===== src/rtl/regfile_arb_pkg.sv =====
// Shared types and constants for the register-file writeback arbiter.
package regfile_arb_pkg;

    localparam int DEF_DATA_W = 32;
    localparam int DEF_ADDR_W = 5;

    // Register 0 is hard-wired; writes to it are accepted and then dropped.
    localparam logic [DEF_ADDR_W-1:0] REG_ZERO = 5'd0;

    // Identifies a writeback requester (A = ALU, B = memory/load).
    typedef enum logic {
        REQ_A = 1'b0,
        REQ_B = 1'b1
    } req_id_t;

    // One queued register-file write.
    typedef struct packed {
        logic [DEF_ADDR_W-1:0] wreg;
        logic [DEF_DATA_W-1:0] data;
    } wb_entry_t;

endpackage


===== src/rtl/wb_fifo.sv =====
// Small per-requester write queue with per-entry hazard match outputs.
module wb_fifo #(
    parameter int ADDR_W = 5,
    parameter int DATA_W = 32,
    parameter int DEPTH  = 2
) (
    input  logic              clk,
    input  logic              rst,
    input  logic              push,
    input  logic [ADDR_W-1:0] push_reg,
    input  logic [DATA_W-1:0] push_data,
    input  logic              pop,
    output logic              full,
    output logic              empty,
    output logic [ADDR_W-1:0] head_reg,
    output logic [DATA_W-1:0] head_data,
    input  logic [ADDR_W-1:0] query1,
    input  logic [ADDR_W-1:0] query2,
    output logic [DEPTH-1:0]  match1,
    output logic [DEPTH-1:0]  match2
);

    localparam int PTR_W = $clog2(DEPTH);
    localparam int CNT_W = PTR_W + 1;

    logic [ADDR_W-1:0] reg_q  [DEPTH];
    logic [ADDR_W-1:0] reg_d  [DEPTH];
    logic [DATA_W-1:0] data_q [DEPTH];
    logic [DATA_W-1:0] data_d [DEPTH];
    logic [DEPTH-1:0]  valid_q;
    logic [DEPTH-1:0]  valid_d;
    logic [PTR_W-1:0]  wr_ptr_q;
    logic [PTR_W-1:0]  wr_ptr_d;
    logic [PTR_W-1:0]  rd_ptr_q;
    logic [PTR_W-1:0]  rd_ptr_d;
    logic [CNT_W-1:0]  count_q;
    logic [CNT_W-1:0]  count_d;

    // Next-state for storage, pointers and occupancy; push and pop never target the same slot.
    always_comb begin
        reg_d    = reg_q;
        data_d   = data_q;
        valid_d  = valid_q;
        wr_ptr_d = wr_ptr_q;
        rd_ptr_d = rd_ptr_q;
        if (push) begin
            reg_d[wr_ptr_q]   = push_reg;
            data_d[wr_ptr_q]  = push_data;
            valid_d[wr_ptr_q] = 1'b1;
            wr_ptr_d          = wr_ptr_q + PTR_W'(1);
        end else begin
            wr_ptr_d = wr_ptr_q;
        end
        if (pop) begin
            valid_d[rd_ptr_q] = 1'b0;
            rd_ptr_d          = rd_ptr_q + PTR_W'(1);
        end else begin
            rd_ptr_d = rd_ptr_q;
        end
        case ({push, pop})
            2'b10:   count_d = count_q + CNT_W'(1);
            2'b01:   count_d = count_q - CNT_W'(1);
            default: count_d = count_q;
        endcase
    end

    // Queue state register; reset empties the queue.
    always_ff @(posedge clk or posedge rst) begin
        if (rst) begin
            for (int i = 0; i < DEPTH; i++) begin
                reg_q[i]  <= '0;
                data_q[i] <= '0;
            end
            valid_q  <= '0;
            wr_ptr_q <= '0;
            rd_ptr_q <= '0;
            count_q  <= '0;
        end else begin
            reg_q    <= reg_d;
            data_q   <= data_d;
            valid_q  <= valid_d;
            wr_ptr_q <= wr_ptr_d;
            rd_ptr_q <= rd_ptr_d;
            count_q  <= count_d;
        end
    end

    // Compare each occupied slot against both hazard query indices.
    always_comb begin
        match1 = '0;
        match2 = '0;
        for (int i = 0; i < DEPTH; i++) begin
            match1[i] = valid_q[i] && (reg_q[i] == query1);
            match2[i] = valid_q[i] && (reg_q[i] == query2);
        end
    end

    assign full      = (count_q == CNT_W'(DEPTH));
    assign empty     = (count_q == CNT_W'(0));
    assign head_reg  = reg_q[rd_ptr_q];
    assign head_data = data_q[rd_ptr_q];

endmodule


===== src/rtl/regfile_wb_arbiter.sv =====
// Round-robin arbiter sharing the register file write port between the
// ALU (A) and load (B) writeback queues, with hazard query outputs.
module regfile_wb_arbiter
    import regfile_arb_pkg::*;
#(
    parameter int DATA_W = DEF_DATA_W,
    parameter int ADDR_W = DEF_ADDR_W,
    parameter int DEPTH  = 2
) (
    input  logic              Clk,
    input  logic              Reset,
    input  logic              A_Valid,
    output logic              A_Ready,
    input  logic [ADDR_W-1:0] A_Reg,
    input  logic [DATA_W-1:0] A_Data,
    input  logic              B_Valid,
    output logic              B_Ready,
    input  logic [ADDR_W-1:0] B_Reg,
    input  logic [DATA_W-1:0] B_Data,
    output logic              RegWrite,
    output logic [ADDR_W-1:0] WriteRegister,
    output logic [DATA_W-1:0] WriteData,
    input  logic [ADDR_W-1:0] Query1,
    input  logic [ADDR_W-1:0] Query2,
    output logic              Pending1,
    output logic              Pending2,
    output logic              Busy
);

    logic              a_full_s, a_empty_s, b_full_s, b_empty_s;
    logic              a_push_s, b_push_s;
    logic              grant_a_s, grant_b_s;
    logic [ADDR_W-1:0] a_head_reg_s, b_head_reg_s;
    logic [DATA_W-1:0] a_head_data_s, b_head_data_s;
    logic [DEPTH-1:0]  a_m1_s, a_m2_s, b_m1_s, b_m2_s;

    req_id_t           last_q, last_d;
    logic              regwrite_q, regwrite_d;
    logic [ADDR_W-1:0] wreg_q, wreg_d;
    logic [DATA_W-1:0] wdata_q, wdata_d;

    // Ready reflects only the current occupancy, never a same-cycle pop.
    assign A_Ready = ~Reset & ~a_full_s;
    assign B_Ready = ~Reset & ~b_full_s;

    // Register-0 writes complete the handshake but are never queued.
    assign a_push_s = A_Valid & A_Ready & (A_Reg != ADDR_W'(REG_ZERO));
    assign b_push_s = B_Valid & B_Ready & (B_Reg != ADDR_W'(REG_ZERO));

    wb_fifo #(.ADDR_W(ADDR_W), .DATA_W(DATA_W), .DEPTH(DEPTH)) u_fifo_a (
        .clk(Clk), .rst(Reset), .push(a_push_s), .push_reg(A_Reg), .push_data(A_Data),
        .pop(grant_a_s), .full(a_full_s), .empty(a_empty_s),
        .head_reg(a_head_reg_s), .head_data(a_head_data_s),
        .query1(Query1), .query2(Query2), .match1(a_m1_s), .match2(a_m2_s)
    );

    wb_fifo #(.ADDR_W(ADDR_W), .DATA_W(DATA_W), .DEPTH(DEPTH)) u_fifo_b (
        .clk(Clk), .rst(Reset), .push(b_push_s), .push_reg(B_Reg), .push_data(B_Data),
        .pop(grant_b_s), .full(b_full_s), .empty(b_empty_s),
        .head_reg(b_head_reg_s), .head_data(b_head_data_s),
        .query1(Query1), .query2(Query2), .match1(b_m1_s), .match2(b_m2_s)
    );

    // Last-grant state register; resets to B so A wins the first tie.
    always_ff @(posedge Clk or posedge Reset) begin
        if (Reset) begin
            last_q <= REQ_B;
        end else begin
            last_q <= last_d;
        end
    end

    // Last-grant next state: only a contested grant moves the flag.
    always_comb begin
        last_d = last_q;
        if (!a_empty_s && !b_empty_s) begin
            last_d = (last_q == REQ_B) ? REQ_A : REQ_B;
        end else begin
            last_d = last_q;
        end
    end

    // Grant outputs: a lone non-empty queue wins, a tie goes to the one not granted last.
    always_comb begin
        grant_a_s = 1'b0;
        grant_b_s = 1'b0;
        if (!a_empty_s && !b_empty_s) begin
            grant_a_s = (last_q == REQ_B);
            grant_b_s = (last_q == REQ_A);
        end else begin
            grant_a_s = !a_empty_s;
            grant_b_s = !b_empty_s;
        end
    end

    // Output stage next state: load the popped entry, otherwise hold index/data and drop enable.
    always_comb begin
        regwrite_d = grant_a_s | grant_b_s;
        wreg_d     = wreg_q;
        wdata_d    = wdata_q;
        if (grant_a_s) begin
            wreg_d  = a_head_reg_s;
            wdata_d = a_head_data_s;
        end else if (grant_b_s) begin
            wreg_d  = b_head_reg_s;
            wdata_d = b_head_data_s;
        end else begin
            wreg_d  = wreg_q;
            wdata_d = wdata_q;
        end
    end

    // Registered write port to the register file.
    always_ff @(posedge Clk or posedge Reset) begin
        if (Reset) begin
            regwrite_q <= 1'b0;
            wreg_q     <= '0;
            wdata_q    <= '0;
        end else begin
            regwrite_q <= regwrite_d;
            wreg_q     <= wreg_d;
            wdata_q    <= wdata_d;
        end
    end

    assign RegWrite      = regwrite_q;
    assign WriteRegister = wreg_q;
    assign WriteData     = wdata_q;

    // A query hits any queued entry or the write currently on the port; index 0 never hits.
    assign Pending1 = (Query1 != ADDR_W'(REG_ZERO)) &
                      ((|a_m1_s) | (|b_m1_s) | (regwrite_q & (wreg_q == Query1)));
    assign Pending2 = (Query2 != ADDR_W'(REG_ZERO)) &
                      ((|a_m2_s) | (|b_m2_s) | (regwrite_q & (wreg_q == Query2)));

    assign Busy = ~a_empty_s | ~b_empty_s | regwrite_q;

endmodule

===== config.mk =====
export PLATFORM = sky130hd
export DESIGN_NAME = regfile_wb_arbiter
export DESIGN_NICKNAME = d
export VERILOG_FILES = /design/src/rtl/regfile_arb_pkg.sv /design/src/rtl/wb_fifo.sv /design/src/rtl/regfile_wb_arbiter.sv
export SDC_FILE = /design/constraint.sdc
export NUM_CORES = 1
export LEC_CHECK = 0
export CAP_MARGIN = 20
export CORE_AREA = 2 2 207 127
export DETAILED_ROUTE_END_ITERATION = 10
export DIE_AREA = 0 0 209 129
export DONT_BUFFER_PORTS = 1
export GPL_ROUTABILITY_DRIVEN = 1
export MAX_ROUTING_LAYER = met4
export SLEW_MARGIN = 20
export SYNTH_ARGS = -nofsm -noshare
export SYNTH_HDL_FRONTEND = slang
export SYNTH_HIERARCHICAL = 1
export SYNTH_SLANG_ARGS = --single-unit

===== constraint.sdc =====
create_clock -name Clk -period 2.8 [get_ports Clk]
set_clock_uncertainty 0.05 [all_clocks]
set_input_delay 0 -clock Clk [delete_from_list [all_inputs] [get_ports Clk]]
set_output_delay 0 -clock Clk [all_outputs]
set_load 0.01 [all_outputs]

==> results of run 1 <==
==> how the worst max path moves through the flow <==
stage / start / endpoint / cells past startpoint
finish: u_fifo_a/count_q[1]$_DFFE_PP0P_ / u_fifo_a/data_q[22]$_DFFE_PP0P_ / 6
CTS: u_fifo_a/count_q[1]$_DFFE_PP0P_ / u_fifo_a/data_q[10]$_DFFE_PP0P_ / 6
global route: u_fifo_a/count_q[1]$_DFFE_PP0P_ / u_fifo_a/data_q[22]$_DFFE_PP0P_ / 6
global placement: u_fifo_a/count_q[1]$_DFFE_PP0P_ / u_fifo_a/data_q[22]$_DFFE_PP0P_ / 6
detailed placement: u_fifo_a/count_q[1]$_DFFE_PP0P_ / u_fifo_a/data_q[3]$_DFFE_PP0P_ / 6
floorplan: Reset / u_fifo_a/count_q[0]$_DFFE_PP0P_ / 1
==> worst min-delay path, cell delays in order <==
cell and delay [ps]:
nor2_1 110, a21oi_1 190, xor2_1 140
==> stage by stage <==
step	power [mW]	util (%)	setup WS [ps]
CTS	14.2	46.0	398
global route	15.1	46.1	262
detailed placement	11.6	40.6	416
global placement	11.4	40.6	529
finish	14.2	46.1	415
floorplan	10.1	-	698
==> cells in the final DEF, fill, tap and decap left out, drive strengths merged <==
cell,instances
o21ai,4
mux2,148
a21oi,46
nor4,8
dfstp,1
clkinv,6
xnor2,22
ha,2
clkbuf,22
and3,8
or4,4
o21bai,1
o211ai,2
inv,7
xor2,39
nand2,227
nand2b,2
clkinvlp,4
mux2i,37
bufinv,2
nor2,11
o32ai,37
nand4,2
buf,22
or2,1
nor3,2
nor2b,4
dlygate4sd3,77
dfrtp,198
diode,7
==> repair_timing <==
action	4_1_cts	5_1_grt
gates resized for setup	0	0
endpoints found under the hold margin	271	0
hold buffers	77	0
==> final cells by class <==
cell class	count	area, um2
Inverter	9	36.3
Clock inverter	10	121
Multi-Input combinational cell	607	4550
Fill cell	2300	13500
Timing Repair Buffer	99	961
Clock buffer	22	464
Tap cell	329	412
Antenna cell	7	17.5
Sequential cell	199	4980
==> cells by family after synthesis <==
| group | count (synthesis) | synth area share [%] |
|---|---|---|
| compound gates | 90 | 6.07 |
| xor+xnor | 61 | 5.40 |
| fa+ha+maj | 2 | 0.253 |
| buf+inv | 60 | 3.80 |
| flops | 199 | 50.4 |
| mux | 185 | 22.9 |
| simple gates | 269 | 11.2 |
==> registers in the layout (all words and copies together), names as in the netlist, 2 cells and up <==
signal,flops
WriteData,32
WriteRegister,5
u_fifo_a/count_q,2
u_fifo_a/data_q,64
u_fifo_a/reg_q,10
u_fifo_a/valid_q,2
u_fifo_b/count_q,2
u_fifo_b/data_q,64
u_fifo_b/reg_q,10
u_fifo_b/valid_q,2
==> where the power goes <==
part           switching (mW)  internal, mW
Sequential               1.28          4.34
Clock                    1.11          1.37
Combinational            2.96          3.09
Total                    5.36          8.80
==> layer usage <==
| layer | GRT usage [%] | wire (um) |
|---|---|---|
| met4 | 3.32 | 77 |
| met1 | 33.1 | 14800 |
| met3 | 5.08 | 1310 |
| met2 | 24.9 | 9880 |
| met5 | - | 0 |
==> summary.txt, run 1 <==
Synth top area share - 50.1%
port bufs - 0
DRT antenna net count - 0
1st-iter DRT viols - 419
Synth Flop Type - dfrtp_1
Final Hold Slack - 11.7 ps
CP top delay family - simple AND/OR/NAND/NOR gates
type of origin of the critical path - register
Post-synth EDFFs - 0
vias in the first global route - 6,511
final net count - 1,023
CP Capture Type - register
total number of vias - 6,533
largest area contributor in the netlist - dfrtp_1
RR Startpoint - u_fifo_a/count_q[1]$_DFFE_PP0P_
post-route cell area - 11,500 um2
# IOs - 131
f_max - 419 MHz
final worst path period need - 2390 ps
worst endpoint required time - 3060 ps
Tcrit/Tclk final - 85.2%
setup TNS - 0 ps
worst min path class - in -> reg
hold endpoint - u_fifo_a/wr_ptr_q$_DFFE_PP0P_
Fin. Hold Viols - 0
Synth Area per Inst - 11.4 um2
CP bufs+invs - 0
global-route wire length before repair - 40,200 um
Total GRT Usage - 20.5%
post-synth net total - 956
post-synth cell types - 31
Final HPWL DP - 18,200 um
Worst R2R End - u_fifo_a/data_q[22]$_DFFE_PP0P_
VDD IR max - 0.451 mV
Critical-path top delay cell - nand2_4
worst path cell trace - nor2b_1 > nor2_1 > nand2_1 > a21oi_1 > nand2_4 > mux2_4
Die X - 209 um
most common cell in the netlist - nand2_1
post-CTS setup buffer count - 0
CTS max path bufs - 2
slew margin rel. - 46.2%
share of layout cells above drive strength 1 - 22.4%
slowest stage delay, CP - 500 ps
Crit Path Max Fanout - 37
CTS clk-pin slew, worst paths - 70 ps
hold depth - 3
Leak - 5.35 nW
Rows - 45
Root Buffer Master - clkbuf_16
Via density - 5.10
die area - 27,000 um2
Area contributors post-synth - dfrtp_1 50%, mux2_2 10%, mux2_4 9.1%
Slew Limit Fails - 0
dpl cells - 1,166
register area share after synthesis - 50.4%
final wirelength - 26,100 um
initial antenna violation count - 7
pin count of the biggest net entering global routing - 47
async set or reset register ratio after synthesis - 100%
status - finished, final reports clean
die height - 129 um
Hold Crit Start - A_Reg[2]
crit path DAT - 2650 ps
first-pass detailed-route iteration total - 5
Core Box Area - 25,100 um2
clk_lat worst skew - 430 ps
top post-synthesis cells by count - 225 x nand2_1, 198 x dfrtp_1, 88 x mux2_2
Placement Cell Area - 10,200 um2
#FFs+latches synth - 199
critical path class - reg -> reg
path depth of the worst reg2reg path - 6
unrepaired setup endpoints after global routing - no
fin cells - 1,282
Syn Std Cell Area - 9890 um2
DRC - 0
reg2reg setup slack - 410 ps
Area growth syn-to-layout - 16.7%
Worst-Margin Slew - 806 ps
synth warn - 6
CTS tree - built
effective utilization at floorplan - 39.5%
Cells after Synth - 866
H-tree Lvls - 4
Sink Count - 199
total of max-cap violations - 0
TritonCTS Buffers - 17
endpoints failing setup - 0
DR WL/cell - 20.3 um
pwr/cell area - 1230 nW/um2
GPL Wtd Cong - 0.838
grt total ovfl - 0
(Power assumes the default switching activity.)
==> run 2: changes to the inputs <==
HOLD_SLACK_MARGIN = 0.08   (was unset)
==> summary.txt, run 2 (synthesis gave the netlist of run 1 again) <==
met2 wire length - 9810 um (-0.71%)
Worst-Margin Slew - 797 ps (-8.46 ps)
DRC - 0 (unchanged)
Sink Count - 199 (unchanged)
CTS max path bufs - 2 (unchanged)
TritonCTS Buffers - 17 (unchanged)
met3 wire length - 1230 um (-6.0%)
status - finished, final reports clean
1st-iter DRT viols - 444 (+6.0%)
Crit Path Max Fanout - 6 (-84%)
DRT antenna net count - 0 (unchanged)
DR top layer - met4
crit path DAT - 2780 ps (+130 ps)
Via density - 5.06 (-0.66%)
Crit. Startpoint - u_fifo_a/count_q[1]$_DFFE_PP0P_
Die X - 209 um (unchanged)
share of layout cells above drive strength 1 - 22.3% (-0.094 points)
setup TNS - 0 ps (unchanged)
Setup WS pre-CTS - 416 ps (unchanged)
die area - 27,000 um2 (unchanged)
endpoints failing setup - 0 (unchanged)
DR WL/cell - 20.2 um (-0.56%)
area of the multi-input gates - 4550 um2 (unchanged)
final wirelength - 26,000 um (-0.18%)
global-route wire length before repair - 40,200 um (unchanged)
port bufs - 0 (unchanged)
worst endpoint required time - 3120 ps (+60 ps)
pwr/cell area - 1220 nW/um2 (-0.33%)
fin cells - 1,287 (+0.39%)
CP bufs+invs - 1 (+1)
Fin. Hold Viols - 0 (unchanged)
H-tree Lvls - 4 (unchanged)
initial antenna violation count - 8 (+1)
post-CTS setup buffer count - 0 (unchanged)
setup slack after layout - 337 ps (-78.0 ps)
GPL Wtd Cong - 0.838 (unchanged)
CTS clk-pin slew, worst paths - 70 ps (about the same)
# IOs - 131 (unchanged)
worst min path class - in -> async
Rows - 45 (unchanged)
worst path cell trace - nor2b_1 > nor2_1 > nand2_1 > a21oi_1 > nor2b_2 > nand2_1 > dlygate4sd3_1 > nand2_1
first-pass detailed-route iteration total - 5 (unchanged)
die height - 129 um (unchanged)
Reg area - 4980 um2 (unchanged)
Area growth syn-to-layout - 17.1%
Slew Limit Fails - 0 (unchanged)
total power - 14.2 mW (about the same)
f_max - 406 MHz (-3.2%)
type of origin of the critical path - register
CP dominant cell by count - nand2_1
grt total ovfl - 0 (unchanged)
pin count of the biggest net entering global routing - 47 (unchanged)
Final HPWL DP - 18,200 um (unchanged)
hold buffers post-CTS - 81 (+5.2%)
slew margin rel. - 46.8% (+0.56 points)
Tcrit/Tclk final - 88.0% (+2.8 points)
CP top delay family - simple AND/OR/NAND/NOR gates
critical path class - reg -> reg
Leak - 5.36 nW (+0.12%)
RR Startpoint - u_fifo_a/count_q[1]$_DFFE_PP0P_
VDD IR max - 0.454 mV (+0.64%)
effective utilization at floorplan - 39.5% (unchanged)
clk_lat worst skew - 440 ps (about the same)
slowest stage delay, CP - 570 ps (+70 ps)
final worst path period need - 2460 ps (+78.0 ps)
vias in the first global route - 6,514 (+0.046%)
Core Box Area - 25,100 um2 (unchanged)
commonest cells after routing, fill and taps aside - 225 x nand2_1, 198 x dfrtp_1, 88 x mux2_2
Total GRT Usage - 20.5% (about the same)
CTS tree - built
final net count - 1,027 (+0.39%)
CP Capture Type - register
Root Buffer Master - clkbuf_16
commonest non-fill, non-tap cell in the layout - nand2_1
M1 WL - 14,900 um (+0.39%)
Critical-path top delay cell - dlygate4sd3_1
fill count - 2,302 (+0.087%)
final design utilization - 46.2% (+0.17 points)
total number of vias - 6,515 (-0.28%)
dpl cells - 1,166 (unchanged)
unrepaired setup endpoints after global routing - no
total of max-cap violations - 0 (unchanged)
post-CTS resize count - 0 (unchanged)
## run 2: cell count changes in the layout (fill, tap and decap cells not counted)
cell / delta
diode_2: +1
dlygate4sd3_1: +4
## run 2: worst paths after layout
kind                                                   end  slack [ps]  cells past startpoint
setup / recovery             u_fifo_a/reg_q[9]$_DFFE_PP0P_         340                      8
hold / removal                WriteRegister[4]$_DFFE_PP0P_         100                      2
setup reg to reg             u_fifo_a/reg_q[9]$_DFFE_PP0P_         340                      8
hold reg to reg            u_fifo_a/data_q[57]$_DFFE_PP0P_         420                      2
max in group asynchronous  u_fifo_b/data_q[37]$_DFFE_PP0P_        1610                      3
min in group Clk                                  Pending1         160                      2
## run 2: worst reg2reg max path: stages, from the launching register on
cell	delay (ps)
dfrtp_1	400
nor2b_1	140
nor2_1	150
nand2_1	80
a21oi_1	460
nor2b_2	390
nand2_1	90
dlygate4sd3_1	570
nand2_1	60
## run 2: report_power, final
group	internal (mW)	leakage [nW]	switching, mW	total (mW)
Combinational	3.10	2.68	2.97	6.07
Clock	1.37	0.273	1.11	2.48
Sequential	4.34	2.41	1.28	5.62
Total	8.81	5.36	5.36	14.2
## run 2: stage by stage
| step | hold WS, ps | instance area (um2) |
|---|---|---|
| detailed placement | -249 | 10200 |
| CTS | 102 | 11600 |
| global placement | -243 | 10200 |
| finish | 104 | 11600 |
| global route | 119 | 11600 |
| floorplan | -0.0251 | 9890 |
## run 2: routing by layer
metal	track usage [%]	up-vias
met5	-	-
met4	3.32	0
met3	5.08	8
met2	24.9	111
met1	33.1	3266
li1	-	3130
## run 2: cell type report
class                   instances  area share, %
clock inverters                10           1.05
repair buffers                103           8.64
well taps                     329           3.55
diodes                          8          0.173
clock buffers                  22           4.01
multi-input cells             607           39.3
flip-flops and latches        199           43.0
inverters                       9          0.313
